File: src/rtl/regfile_wb_ctrl.sv
// Write-back buffer and read-port controller in front of a 32x32 register file array.
// Buffers write-backs, drains one per cycle, decodes one-hot selects and forwards pending data.
module regfile_wb_ctrl #(
    parameter int unsigned DEPTH = 4,
    parameter int unsigned AW    = 5,
    parameter int unsigned DW    = 32
) (
    input  logic                       clk,
    input  logic                       rst_n,
    input  logic                       wb_valid,
    output logic                       wb_ready,
    input  logic [AW-1:0]              wb_addr,
    input  logic [DW-1:0]              wb_data,
    input  logic                       wr_hold,
    input  logic [AW-1:0]              rd_addr_a,
    input  logic [AW-1:0]              rd_addr_b,
    output logic [(2**AW)-1:0]         write_sl,
    output logic [DW-1:0]              write_data,
    output logic [(2**AW)-1:0]         select_a,
    output logic [(2**AW)-1:0]         select_b,
    input  logic [DW-1:0]              rf_out_a,
    input  logic [DW-1:0]              rf_out_b,
    output logic [DW-1:0]              rd_data_a,
    output logic [DW-1:0]              rd_data_b,
    output logic [$clog2(DEPTH+1)-1:0] pending
);

    localparam int unsigned NREG = 2 ** AW;
    localparam int unsigned PW   = $clog2(DEPTH);
    localparam int unsigned CW   = $clog2(DEPTH + 1);

    logic [AW-1:0] addr_q [DEPTH];
    logic [DW-1:0] data_q [DEPTH];
    logic [PW-1:0] head_q;
    logic [PW-1:0] tail_q;
    logic [CW-1:0] count_q;
    logic [CW-1:0] count_d;

    logic drain;
    logic push;
    logic pop;

    function automatic logic [NREG-1:0] onehot(input logic [AW-1:0] a);
        logic [NREG-1:0] v;
        v    = '0;
        v[a] = 1'b1;
        return v;
    endfunction

    assign drain    = (count_q != '0) && !wr_hold;
    assign pop      = drain;
    assign wb_ready = (count_q < CW'(DEPTH)) || drain;
    // Register 0 writes complete the handshake but never occupy a slot.
    assign push     = wb_valid && wb_ready && (wb_addr != '0);
    assign pending  = count_q;

    always_comb begin
        count_d = count_q;
        unique case ({push, pop})
            2'b10:   count_d = count_q + 1'b1;
            2'b01:   count_d = count_q - 1'b1;
            default: count_d = count_q;
        endcase
    end

    always_ff @(posedge clk or negedge rst_n) begin
        if (!rst_n) begin
            head_q  <= '0;
            tail_q  <= '0;
            count_q <= '0;
            for (int i = 0; i < int'(DEPTH); i++) begin
                addr_q[i] <= '0;
                data_q[i] <= '0;
            end
        end else begin
            if (push) begin
                addr_q[tail_q] <= wb_addr;
                data_q[tail_q] <= wb_data;
                tail_q         <= tail_q + 1'b1;
            end
            if (pop) begin
                head_q <= head_q + 1'b1;
            end
            count_q <= count_d;
        end
    end

    // Array write port driven purely from buffered state, never from wb_*.
    always_comb begin
        write_sl   = '0;
        write_data = '0;
        if (drain) begin
            write_sl   = onehot(addr_q[head_q]);
            write_data = data_q[head_q];
        end
    end

    assign select_a = (rd_addr_a == '0) ? '0 : onehot(rd_addr_a);
    assign select_b = (rd_addr_b == '0) ? '0 : onehot(rd_addr_b);

    logic [AW-1:0] rd_addr [2];
    logic [DW-1:0] rf_out  [2];
    logic [DW-1:0] rd_data [2];
    logic [PW-1:0] idx;

    assign rd_addr[0] = rd_addr_a;
    assign rd_addr[1] = rd_addr_b;
    assign rf_out[0]  = rf_out_a;
    assign rf_out[1]  = rf_out_b;

    // Walk oldest to youngest so the last match is the youngest buffered value.
    always_comb begin
        idx = '0;
        for (int p = 0; p < 2; p++) begin
            rd_data[p] = rf_out[p];
            for (int i = 0; i < int'(DEPTH); i++) begin
                idx = head_q + PW'(i);
                if ((CW'(i) < count_q) && (addr_q[idx] == rd_addr[p])) begin
                    rd_data[p] = data_q[idx];
                end
            end
            if (rd_addr[p] == '0) begin
                rd_data[p] = '0;
            end
        end
    end

    assign rd_data_a = rd_data[0];
    assign rd_data_b = rd_data[1];

    count_bound: assert property (@(posedge clk) disable iff (!rst_n) count_q <= CW'(DEPTH));

endmodule

File: config.mk
export PLATFORM = sky130hd
export DESIGN_NAME = regfile_wb_ctrl
export DESIGN_NICKNAME = d
export VERILOG_FILES = /design/src/rtl/regfile_wb_ctrl.sv
export SDC_FILE = /design/constraint.sdc
export NUM_CORES = 1
export LEC_CHECK = 0
export CORE_MARGIN = 4
export CORE_UTILIZATION = 45
export DETAILED_ROUTE_END_ITERATION = 12
export PLACE_DENSITY = 0.73
export RECOVER_POWER = 100
export SYNTH_ARGS = -nofsm -noshare
export SYNTH_HDL_FRONTEND = slang
export SYNTH_SLANG_ARGS = --single-unit
export TNS_END_PERCENT = 50
File: constraint.sdc
create_clock -name clk -period 5.6 [get_ports clk]
set_input_delay 1.4 -clock clk [delete_from_list [all_inputs] [get_ports clk]]
set_output_delay 1.4 -clock clk [all_outputs]
set_load 0.03 [all_outputs]
After elaboration in Yosys (flattened, before gate mapping)
Index checks and enable logic that the tools add are counted.
{ "classes": {"mux": 51, "reduce_logical": 22, "addsub": 6, "eq_ne": 10, "bitwise": 5, "magnitude_cmp": 17} }
{ "ops": {"columns": ["op", "count"], "rows": [
  ["$mux 32", 23],
  ["$bmux 32 s2", 4],
  ["$bwmux 128", 1],
  ["$demux 32 s2", 1],
  ["$mux 5", 9],
  ["$bmux 5 s2", 4],
  ["$eq 5x5->1", 8],
  ["$bwmux 20", 1],
  ["$lt 5x6->1 const B", 3],
  ["$demux 1 s5", 3],
  ["$ge 3x3->1 const B", 5],
  ["$ge 5x1->1 const B", 3],
  ["$logic_and 1x1->1", 15],
  ["$not 2->3", 5],
  ["$demux 5 s2", 1],
  ["$logic_not 5->1", 2],
  ["$lt 1x3->1 const A", 2],
  ["$lt 2x3->1 const A", 2],
  ["$pmux 3 s2", 1],
  ["$reduce_bool 5->1", 1],
  ["$add 2x1->2 const B", 2],
  ["$add 2x2->2 const B", 2],
  ["$add 3x1->3 const B", 1],
  ["$lt 3x1->1 const B", 1],
  ["9 further kinds", 11]
]} }
{ "totals": {"wordCells": 122, "in_bits": 115, "register_bits": 155, "out_inout_bits": 196} }

Longest topological paths before layout
Gate-level depths: netlist (run 1).
{ "logic_depth": {"word_depth": 11, "depth_mapped": 11, "mapped_depth_nobuf": 8} }

Least setup slack after synthesis (run 1)
Ideal clock, no wire load.
{ "synth_path": {"path_kind": "input-to-output", "start": "input rd_addr_b[1]", "end": "output rd_data_b[10]", "cell_stages": 8, "arrival_ns": 3.686, "path_buffers": 3, "t_required_ns": 4.200, "slack_ns": 0.514, "path_cell_list": "clkbuf_1 > xnor2_1 > nand4_1 > or2_1 > clkbuf_1 > clkbuf_1 > a311o_1 > a221oi_1"} }
{ "synth_between": {"elab_chain_len": 7, "word_cells_on_any_way": 14, "classes_between": "eq/ne (4); mux (5); reduce/logical (5)"} }
{ "synth_lines": {"columns": ["element", "line", "source"], "rows": [
  ["start: declaration", "16", "input logic [AW-1:0] rd_addr_b,"],
  ["$eq 5x5->1", "118", "if ((CW'(i) < count_q) && (addr_q[idx] == rd_addr[p])) begin"],
  ["$logic_and 1x1->1", "118", null],
  ["$mux 32 (4 in a row)", "118", null],
  ["$mux 32 *", "122", "if (rd_addr[p] == '0) begin"],
  ["end: declaration", "24", "output logic [DW-1:0] rd_data_b,"]
]} }
Every way passes the cells marked *; elsewhere a longest branch is shown, timed or not.

Final worst setup path (run 1)
{ "layout_path": {"start": "input rd_addr_b[1]", "end": "output rd_data_b[8]"} }
Same word-level chain as after synthesis.

==> summary.txt, run 1 <==
Synthesis
  – Compound-gate portion of the synthesized area: 0.178
  – Primary flip-flop cell chosen by synthesis mapping: sky130_fd_sc_hd__dfrtp_1
  – Proportion of synthesized area in mux cells: 0.294
  – Warnings, synthesis: 0
  – Per-instance average area after synthesis: 9.35 um2
  – Dominant combinational cell family by area after synthesis: multiplexers
  – Total standard cell area after synthesis: 13900 um2
  – Number of distinct standard cells referenced by the synthesized netlist: 41
  – Area share of the largest cell type after synthesis: 0.279
  – Synth area leaders: sky130_fd_sc_hd__dfrtp_1 28%, sky130_fd_sc_hd__mux2_2 15%, sky130_fd_sc_hd__mux2i_1 12%, sky130_fd_sc_hd__a221oi_2 4.6%, sky130_fd_sc_hd__a311o_1 4.6%
  – Commonest cells post-synth: 180 x sky130_fd_sc_hd__mux2_2, 161 x sky130_fd_sc_hd__mux2i_1, 155 x sky130_fd_sc_hd__dfrtp_1
  – Gate count after technology mapping: between 1000 and 1500
  – Number of flip-flops and latches in the synthesized netlist: 155
  – Post-synthesis simple-gate area fraction: 0.152
  – Fraction of registers with async set/reset: 1.00
  – Number of enable-type register cells in the synthesized netlist: 0
  – Most repeated cell in the gate-level netlist after synthesis: sky130_fd_sc_hd__mux2_2
  – XOR/XNOR Fraction of Synth Area: 0.0349
  – Register area share after synthesis: 0.279
  – Area share of fa/ha/maj cells after synthesis: 0.00810
  – Cell type with the largest total area after synthesis: sky130_fd_sc_hd__dfrtp_1

Setup path
  – Crit path max-delay cell type: sky130_fd_sc_hd__clkdlybuf4s50_1
  – Endpoint of the lowest-slack register-to-register path: data_q[96]
  – Start of the worst register-to-register path: pending[2]
  – Worst endpoint required time: 4.20 ns
  – Data arrival time at the worst-slack endpoint: 4.13 ns
  – Number of cells traversed by the worst register-to-register path: 6
  – Category of the most critical setup path: input port to output port
  – Largest incremental delay on the critical path: approximately 0.62 ns
  – Ordered list of cells on the worst path: clkdlybuf4s50_1, xnor2_2, nand4_4, buf_4, or3_1, a311o_1, a221oi_1, clkbuf_2
  – Family of cells with the greatest summed delay on the critical path: buffers and inverters
  – Maximum fanout along the worst path: 28
  – Startpoint kind of the worst setup timing path: input port
  – Worst reg-to-reg setup slack: 2.17 ns
  – Type of destination of the critical path: output port
  – Buffer and inverter count on the worst path: 3

CTS
  – Clock root cell: sky130_fd_sc_hd__clkbuf_16
  – Clock latency at the later pin of the worst-skew pair: ~0.43 ns
  – Hold-fix buffers at CTS: 0
  – Buffers inserted by post-CTS timing repair: 0
  – Count of H-tree levels built during CTS: 4
  – Maximum number of buffers from clock root to sink: 2
  – Post-CTS resize count: 0
  – Clock transition at the registers of the reported paths: 0.07 ns
  – Total clock buffers created by CTS: 17
  – Clock sink count: 155
  – TritonCTS clock tree: built

Pwr
  – Switching power: 6.69 mW
  – Worst-case vdd ir drop: 0.408 mV
  – Pwr dens: 716 nW/um2
  – Cell internal pwr: 6.03 mW
  – Relative contribution of the clock network to total power: 0.091
  – Leakage power: 7.25 nW
  – Switching portion of total power: 0.526
  – Sequential cell fraction of total power: 0.176
  – Combinational Power Share: 0.733

Timing
  – RSZ-0062 raised after global routing: false
  – Final critical path time including I/O delays and setup: 5.53 ns
  – Count of endpoints failing hold in the final timing report: 0
  – Final setup violating endpoints: 0
  – Final setup skew: 0.00882 ns
  – Slew Limit Fails: 212
  – Final setup TNS: 0 ns
  – Peak Freq: 181 MHz
  – Part of the cycle the worst path needs: 0.988
  – Slew HR: -0.652
  – Final hold slack: 0.526 ns
  – Slew @ Worst Pin: 2.48 ns

Floorplan
  – Total number of placement rows: between 60 and 70
  – Height of the die: 184 um
  – IO Pins: just over 300
  – Horiz. Die Dim: roughly 180 um
  – Effective utilization at floorplan: 0.456
  – Placeable Area: approximately 31000 um2
  – Full die area: 33800 um2

Global routing
  – Antenna violations before repair: 7
  – Number of global-route vias before repair: roughly 14000
  – Global-route wire length before repair: 78100 um
  – Maximum number of pins on one net before global-route repair: 106
  – Total congestion overflow after global routing: 0
  – Total global-route track usage: 0.292

Drt
  – Length of the first detailed-routing pass in iterations: 6
  – Routed WL: between 50000 and 60000 um
  – Drt first-iter violations: 1086
  – Mean routed wirelength per cell: 23.9 um
  – Residual antenna-violating net count after detailed routing: 0
  – Vias/cell: 6.40
  – Remaining design rule violation count: 0
  – Total number of vias: 13700

Final layout
  – Count of fill cells added during filler insertion: 2701
  – Seq. cell area: about 3900 um2
  – Combined area of the multi-input logic cells: 9350 um2
  – Final Non-Filler Cells: 2138
  – Layout overhead on the synthesized area: 27.8%
  – Layout cells sized above 1: 0.241
  – Final net count: 1848

Placement
  – Final HPWL DP: 35400 um
  – Routability Congestion: about 0.95
  – # port buffers: 308
  – Count of placed standard cells including taps: roughly 2100

Worst hold path
  – Hold depth: 1
  – Hold-critical path endpoint: data_q[82]
  – Tightest Hold Check Type: register to register
  – Beginning of the worst hold path: data_q[82]

Status
  – Result of the run: complete, but fails checks
  – Failing checks: capacitance limit, slew limit

Run
  – Max-cap check violation count: 6
## layout by cell type (no fill, tap or decap), types with 17 or more instances in the layout
| cell type | instances |
|---|---|
| sky130_fd_sc_hd__mux2_2 | 180 |
| sky130_fd_sc_hd__mux2i_1 | 161 |
| sky130_fd_sc_hd__dfrtp_1 | 153 |
| sky130_fd_sc_hd__nor2_1 | 134 |
| sky130_fd_sc_hd__dlygate4sd3_1 | 114 |
| sky130_fd_sc_hd__clkdlybuf4s50_1 | 113 |
| sky130_fd_sc_hd__o21ai_0 | 99 |
| sky130_fd_sc_hd__a21oi_1 | 98 |
| sky130_fd_sc_hd__nand2_1 | 84 |
| sky130_fd_sc_hd__or3_1 | 68 |
| sky130_fd_sc_hd__nor3_1 | 65 |
| sky130_fd_sc_hd__a311o_1 | 64 |
| sky130_fd_sc_hd__clkbuf_2 | 44 |
| sky130_fd_sc_hd__a221oi_2 | 43 |
| sky130_fd_sc_hd__buf_4 | 43 |
| sky130_fd_sc_hd__and2_1 | 33 |
| sky130_fd_sc_hd__xnor2_1 | 32 |
| sky130_fd_sc_hd__clkbuf_1 | 29 |
| sky130_fd_sc_hd__buf_12 | 23 |
| sky130_fd_sc_hd__a221oi_1 | 21 |
| sky130_fd_sc_hd__mux4_2 | 19 |
| sky130_fd_sc_hd__clkbuf_16 | 17 |
## cell families after synthesis
family                     after synthesis
xor gates and xnor gates                46
adders and majority gates                9
and+or+nand+nor                        428
AOI/OAI and AO/OA                      327
buffers and inverters                  160
other                                    1
muxes                                  361
DFF                                    155
## per-stage QoR
step                      power (mW)  setup slack, ns  area (um2)   util
final                           12.7           0.0658       17800  0.582
after global routing            13.4           0.0176       17800  0.582
after CTS                       12.9           0.0750       18000  0.591
after detailed placement        11.7            0.115       17400  0.572
after global placement          11.5           0.0553       17400  0.572
after floorplan                 8.68            0.514       13900      -
## power by group through the flow
stage	logic, mW	registers (mW)	clock network [mW]
after floorplan	6.63	2.05	0
after global placement	9.34	2.19	0
after detailed placement	9.47	2.25	0
after CTS	9.50	2.23	1.16
after global routing	9.89	2.33	1.22
final	9.33	2.24	1.15
## layer usage
layer	track usage	wire length, um
met5	0	27
met4	0.134	2330
met3	0.0633	4860
met2	0.492	24300
met1	0.360	19700
## state kept, by name (all words and copies together), names as in the netlist
name     cells
head_q       2
data_q     128
addr_q      20
tail_q       2
pending      3
## cell type report
class | instances | share of cell area
timing repair buffer | 369 | 0.192
clock buffer | 19 | 0.0249
multi-input combinational | 1173 | 0.526
inverter | 8 | 0.00183
clock inverter | 13 | 0.00747
tap | 396 | 0.0279
antenna | 5 | 0.000704
sequential | 155 | 0.219
## how the worst max path moves through the flow
| stage | from | to | slack [ns] | depth (start not counted) |
|---|---|---|---|---|
| after floorplan | rd_addr_b[1] | rd_data_b[10] | 0.51 | 8 |
| final | rd_addr_b[1] | rd_data_b[8] | 0.07 | 8 |
| after global placement | rd_addr_a[2] | rd_data_a[26] | 0.06 | 9 |
| after detailed placement | rd_addr_a[2] | rd_data_a[26] | 0.11 | 9 |
| after CTS | rd_addr_a[2] | rd_data_a[26] | 0.07 | 9 |
| after global routing | rd_addr_b[0] | rd_data_b[10] | 0.02 | 9 |
No activity file was read; power rests on OpenSTA's default activity.
==> inputs of run 2 (changes only) <==
--- a/config.mk
+++ b/config.mk
@@ -6,9 +6,8 @@
 export NUM_CORES = 1
 export LEC_CHECK = 0
 export CORE_MARGIN = 4
-export CORE_UTILIZATION = 45
+export CORE_UTILIZATION = 38
 export DETAILED_ROUTE_END_ITERATION = 12
-export PLACE_DENSITY = 0.73
 export RECOVER_POWER = 100
 export SYNTH_ARGS = -nofsm -noshare
 export SYNTH_HDL_FRONTEND = slang
==> constraint.sdc (replaced) <==
create_clock -name clk -period 6.35 [get_ports clk]
set_input_delay 1.5875 -clock clk [delete_from_list [all_inputs] [get_ports clk]]
set_output_delay 1.5875 -clock clk [all_outputs]
set_load 0.03 [all_outputs]
==> summary.txt, run 2 (synthesis results as in run 1) <==
CTS
  – Maximum number of buffers from clock root to sink: 2 (unchanged)
  – Hold-fix buffers at CTS: 0 (unchanged)
  – Clock latency at the later pin of the worst-skew pair: 0.43 ns (about the same)
  – Clock root cell: sky130_fd_sc_hd__clkbuf_16
  – Buffers inserted by post-CTS timing repair: 0 (unchanged)
  – Clock transition at the registers of the reported paths: 0.07 ns (about the same)
  – Post-CTS resize count: 0 (unchanged)
  – Count of H-tree levels built during CTS: 4 (unchanged)
  – TritonCTS clock tree: built
  – Total clock buffers created by CTS: 17 (unchanged)
  – Clock sink count: 155 (unchanged)

Timing
  – Slew HR: -1.40 (-0.746)
  – Final setup skew: 0.0106 ns (+0.00174 ns)
  – Final setup TNS: 0 ns (unchanged)
  – Final setup violating endpoints: 0 (unchanged)
  – Slew @ Worst Pin: 3.60 ns (+1.12 ns)
  – Slew Limit Fails: 109 (-49%)
  – Peak Freq: 161 MHz
  – Final critical path time including I/O delays and setup: approximately 6.2 ns
  – Count of endpoints failing hold in the final timing report: 0 (unchanged)
  – RSZ-0062 raised after global routing: false
  – Part of the cycle the worst path needs: 0.976

Floorplan
  – Placeable Area: 35800 um2 (+17%)
  – IO Pins: 311 (unchanged)
  – Horiz. Die Dim: 199 um (+8.4%)
  – Full die area: 39700 um2 (+18%)
  – Effective utilization at floorplan: 0.388 (-0.0677)
  – Height of the die: 199 um (+8.4%)
  – Total number of placement rows: 69 (+7.8%)

Final layout
  – Final Non-Filler Cells: 2189 (+2.4%)
  – Final net count: 1834 (-0.76%)
  – Most common cell after layout, fill and taps aside: sky130_fd_sc_hd__mux2_2
  – Commonest cells after routing, fill and taps aside: 180 x sky130_fd_sc_hd__mux2_2, 161 x sky130_fd_sc_hd__mux2i_1, 153 x sky130_fd_sc_hd__dfrtp_1, 134 x sky130_fd_sc_hd__nor2_1, 131 x sky130_fd_sc_hd__dlygate4sd3_1
  – Layout cells sized above 1: 0.207 (-0.0334)
  – Register containing the most flip-flops in the final layout: data_q
  – Largest register FFs: 128 (unchanged)
  – Layout overhead on the synthesized area: 27.0%
  – Count of fill cells added during filler insertion: 3374 (+25%)

Setup path
  – Data arrival time at the worst-slack endpoint: 4.61 ns (+0.48 ns)
  – Instance count on the critical path: 7 (-1)
  – Destination of the critical timing path: rd_data_b[26]
  – Worst endpoint required time: 4.76 ns (+0.56 ns)
  – Launch point of the worst path: rd_addr_b[3]
  – Type of destination of the critical path: output port
  – Maximum fanout along the worst path: 32 (+14%)
  – Category of the most critical setup path: input port to output port
  – Start of the worst register-to-register path: pending[2]
  – Buffer and inverter count on the worst path: 2 (-1)
  – Largest incremental delay on the critical path: 0.83 ns (+0.21 ns)
  – Crit path max-delay cell type: sky130_fd_sc_hd__dlygate4sd3_1
  – Worst reg-to-reg setup slack: 2.86 ns (+0.69 ns)
  – Startpoint kind of the worst setup timing path: input port
  – Number of cells traversed by the worst register-to-register path: 6 (unchanged)
  – Family of cells with the greatest summed delay on the critical path: buffers and inverters
  – Endpoint of the lowest-slack register-to-register path: data_q[39]
  – Ordered list of cells on the worst path: dlygate4sd3_1, xnor2_1, nand2_2, or2_2, a311o_1, a221oi_1, buf_12

Pwr
  – Worst-case vdd ir drop: 0.348 mV (-15%)
  – Overall Power: 11.0 mW (-13%)
  – Pwr dens: 625 nW/um2 (-13%)
  – Leakage power: 7.12 nW (-1.7%)

Drt
  – Drt first-iter violations: 984 (-9.4%)
  – Length of the first detailed-routing pass in iterations: 5 (-1)
  – Total number of vias: 13300 (-2.9%)
  – Residual antenna-violating net count after detailed routing: 0 (unchanged)
  – Vias/cell: 6.07 (-5.2%)
  – Met3 Routed Length: 4470 um (-8.0%)
  – Routed WL: 52000 um (+1.6%)
  – Mean routed wirelength per cell: 23.7 um (-0.75%)
  – Remaining design rule violation count: 0 (unchanged)
  – Highest Signal Layer: met5
  – Met1 wire length: 21900 um (+12%)
  – Met2 wire length: 24200 um (-0.41%)

Placement
  – Final HPWL DP: 36000 um (+1.6%)
  – # port buffers: 308 (unchanged)
  – Routability Congestion: 0.886 (-6.5%)
  – Count of placed standard cells including taps: 2152 (+2.4%)

Status
  – Result of the run: complete, but fails checks
  – Failing checks: capacitance limit, slew limit

Global routing
  – Total congestion overflow after global routing: 0 (unchanged)
  – Global-route wire length before repair: 78500 um (+0.52%)
  – Number of global-route vias before repair: 13100 (-4.9%)
  – Antenna violations before repair: 5 (-2)
  – Maximum number of pins on one net before global-route repair: 70 (-34%)
  – Total global-route track usage: 0.253 (-0.0392)

Worst hold path
  – Tightest Hold Check Type: register to register

Run
  – Max-cap check violation count: 4 (-2)
run 2: cell count changes in the layout (fill, tap and decap cells not counted), moves of 3 or more:
cell,delta
sky130_fd_sc_hd__buf_4,-7
sky130_fd_sc_hd__clkbuf_1,+25
sky130_fd_sc_hd__inv_6,+3
sky130_fd_sc_hd__a221oi_2,-6
sky130_fd_sc_hd__dlygate4sd3_1,+17
sky130_fd_sc_hd__buf_2,-3
sky130_fd_sc_hd__a221oi_1,+6
sky130_fd_sc_hd__inv_8,+3
sky130_fd_sc_hd__clkbuf_2,-39
sky130_fd_sc_hd__buf_12,-6
sky130_fd_sc_hd__clkinv_4,-4
run 2: worst min path at each step:
stage | startpoint | end | cells after the start
floorplan | data_q[65] | data_q[65] | 1
detailed placement | data_q[65] | data_q[65] | 1
CTS | data_q[71] | data_q[71] | 1
global placement | data_q[79] | data_q[79] | 1
global route | data_q[71] | data_q[71] | 1
finish | data_q[82] | data_q[82] | 1
run 2: report_power, final:
| group | leakage [nW] | internal [mW] | switching [mW] |
|---|---|---|---|
| sequential | 1.85 | 1.50 | 0.487 |
| clock | 0.285 | 0.523 | 0.473 |
| combinational | 4.99 | 3.13 | 4.93 |
run 2: area by class of cell:
cell class,instances,area [um2],area share
Antenna cell,5,12.5,0.000709
Clock buffer,17,425,0.0241
Clock inverter,15,141,0.00801
Inverter,8,32.5,0.00184
Multi-Input combinational cell,1173,9310,0.527
Sequential cell,155,3890,0.220
Tap cell,461,577,0.0327
Timing Repair Buffer,355,3270,0.185
run 2: through the flow:
stage	util	setup WS, ns	cell area (um2)	hold WS, ns
6_report	0.493	0.155	17700	0.527
5_1_grt	0.493	0.0791	17700	0.537
4_1_cts	0.500	0.259	17900	0.531
3_5_place_dp	0.484	0.261	17400	0.514
3_3_place_gp	0.484	0.294	17400	0.506
2_1_floorplan	-	0.889	13900	0.496
run 2: routing by layer:
layer,GRT usage,vias up
met4,0.0843,2
li1,-,5970
met1,0.340,6533
met3,0.0489,99
met5,0,-
met2,0.411,691
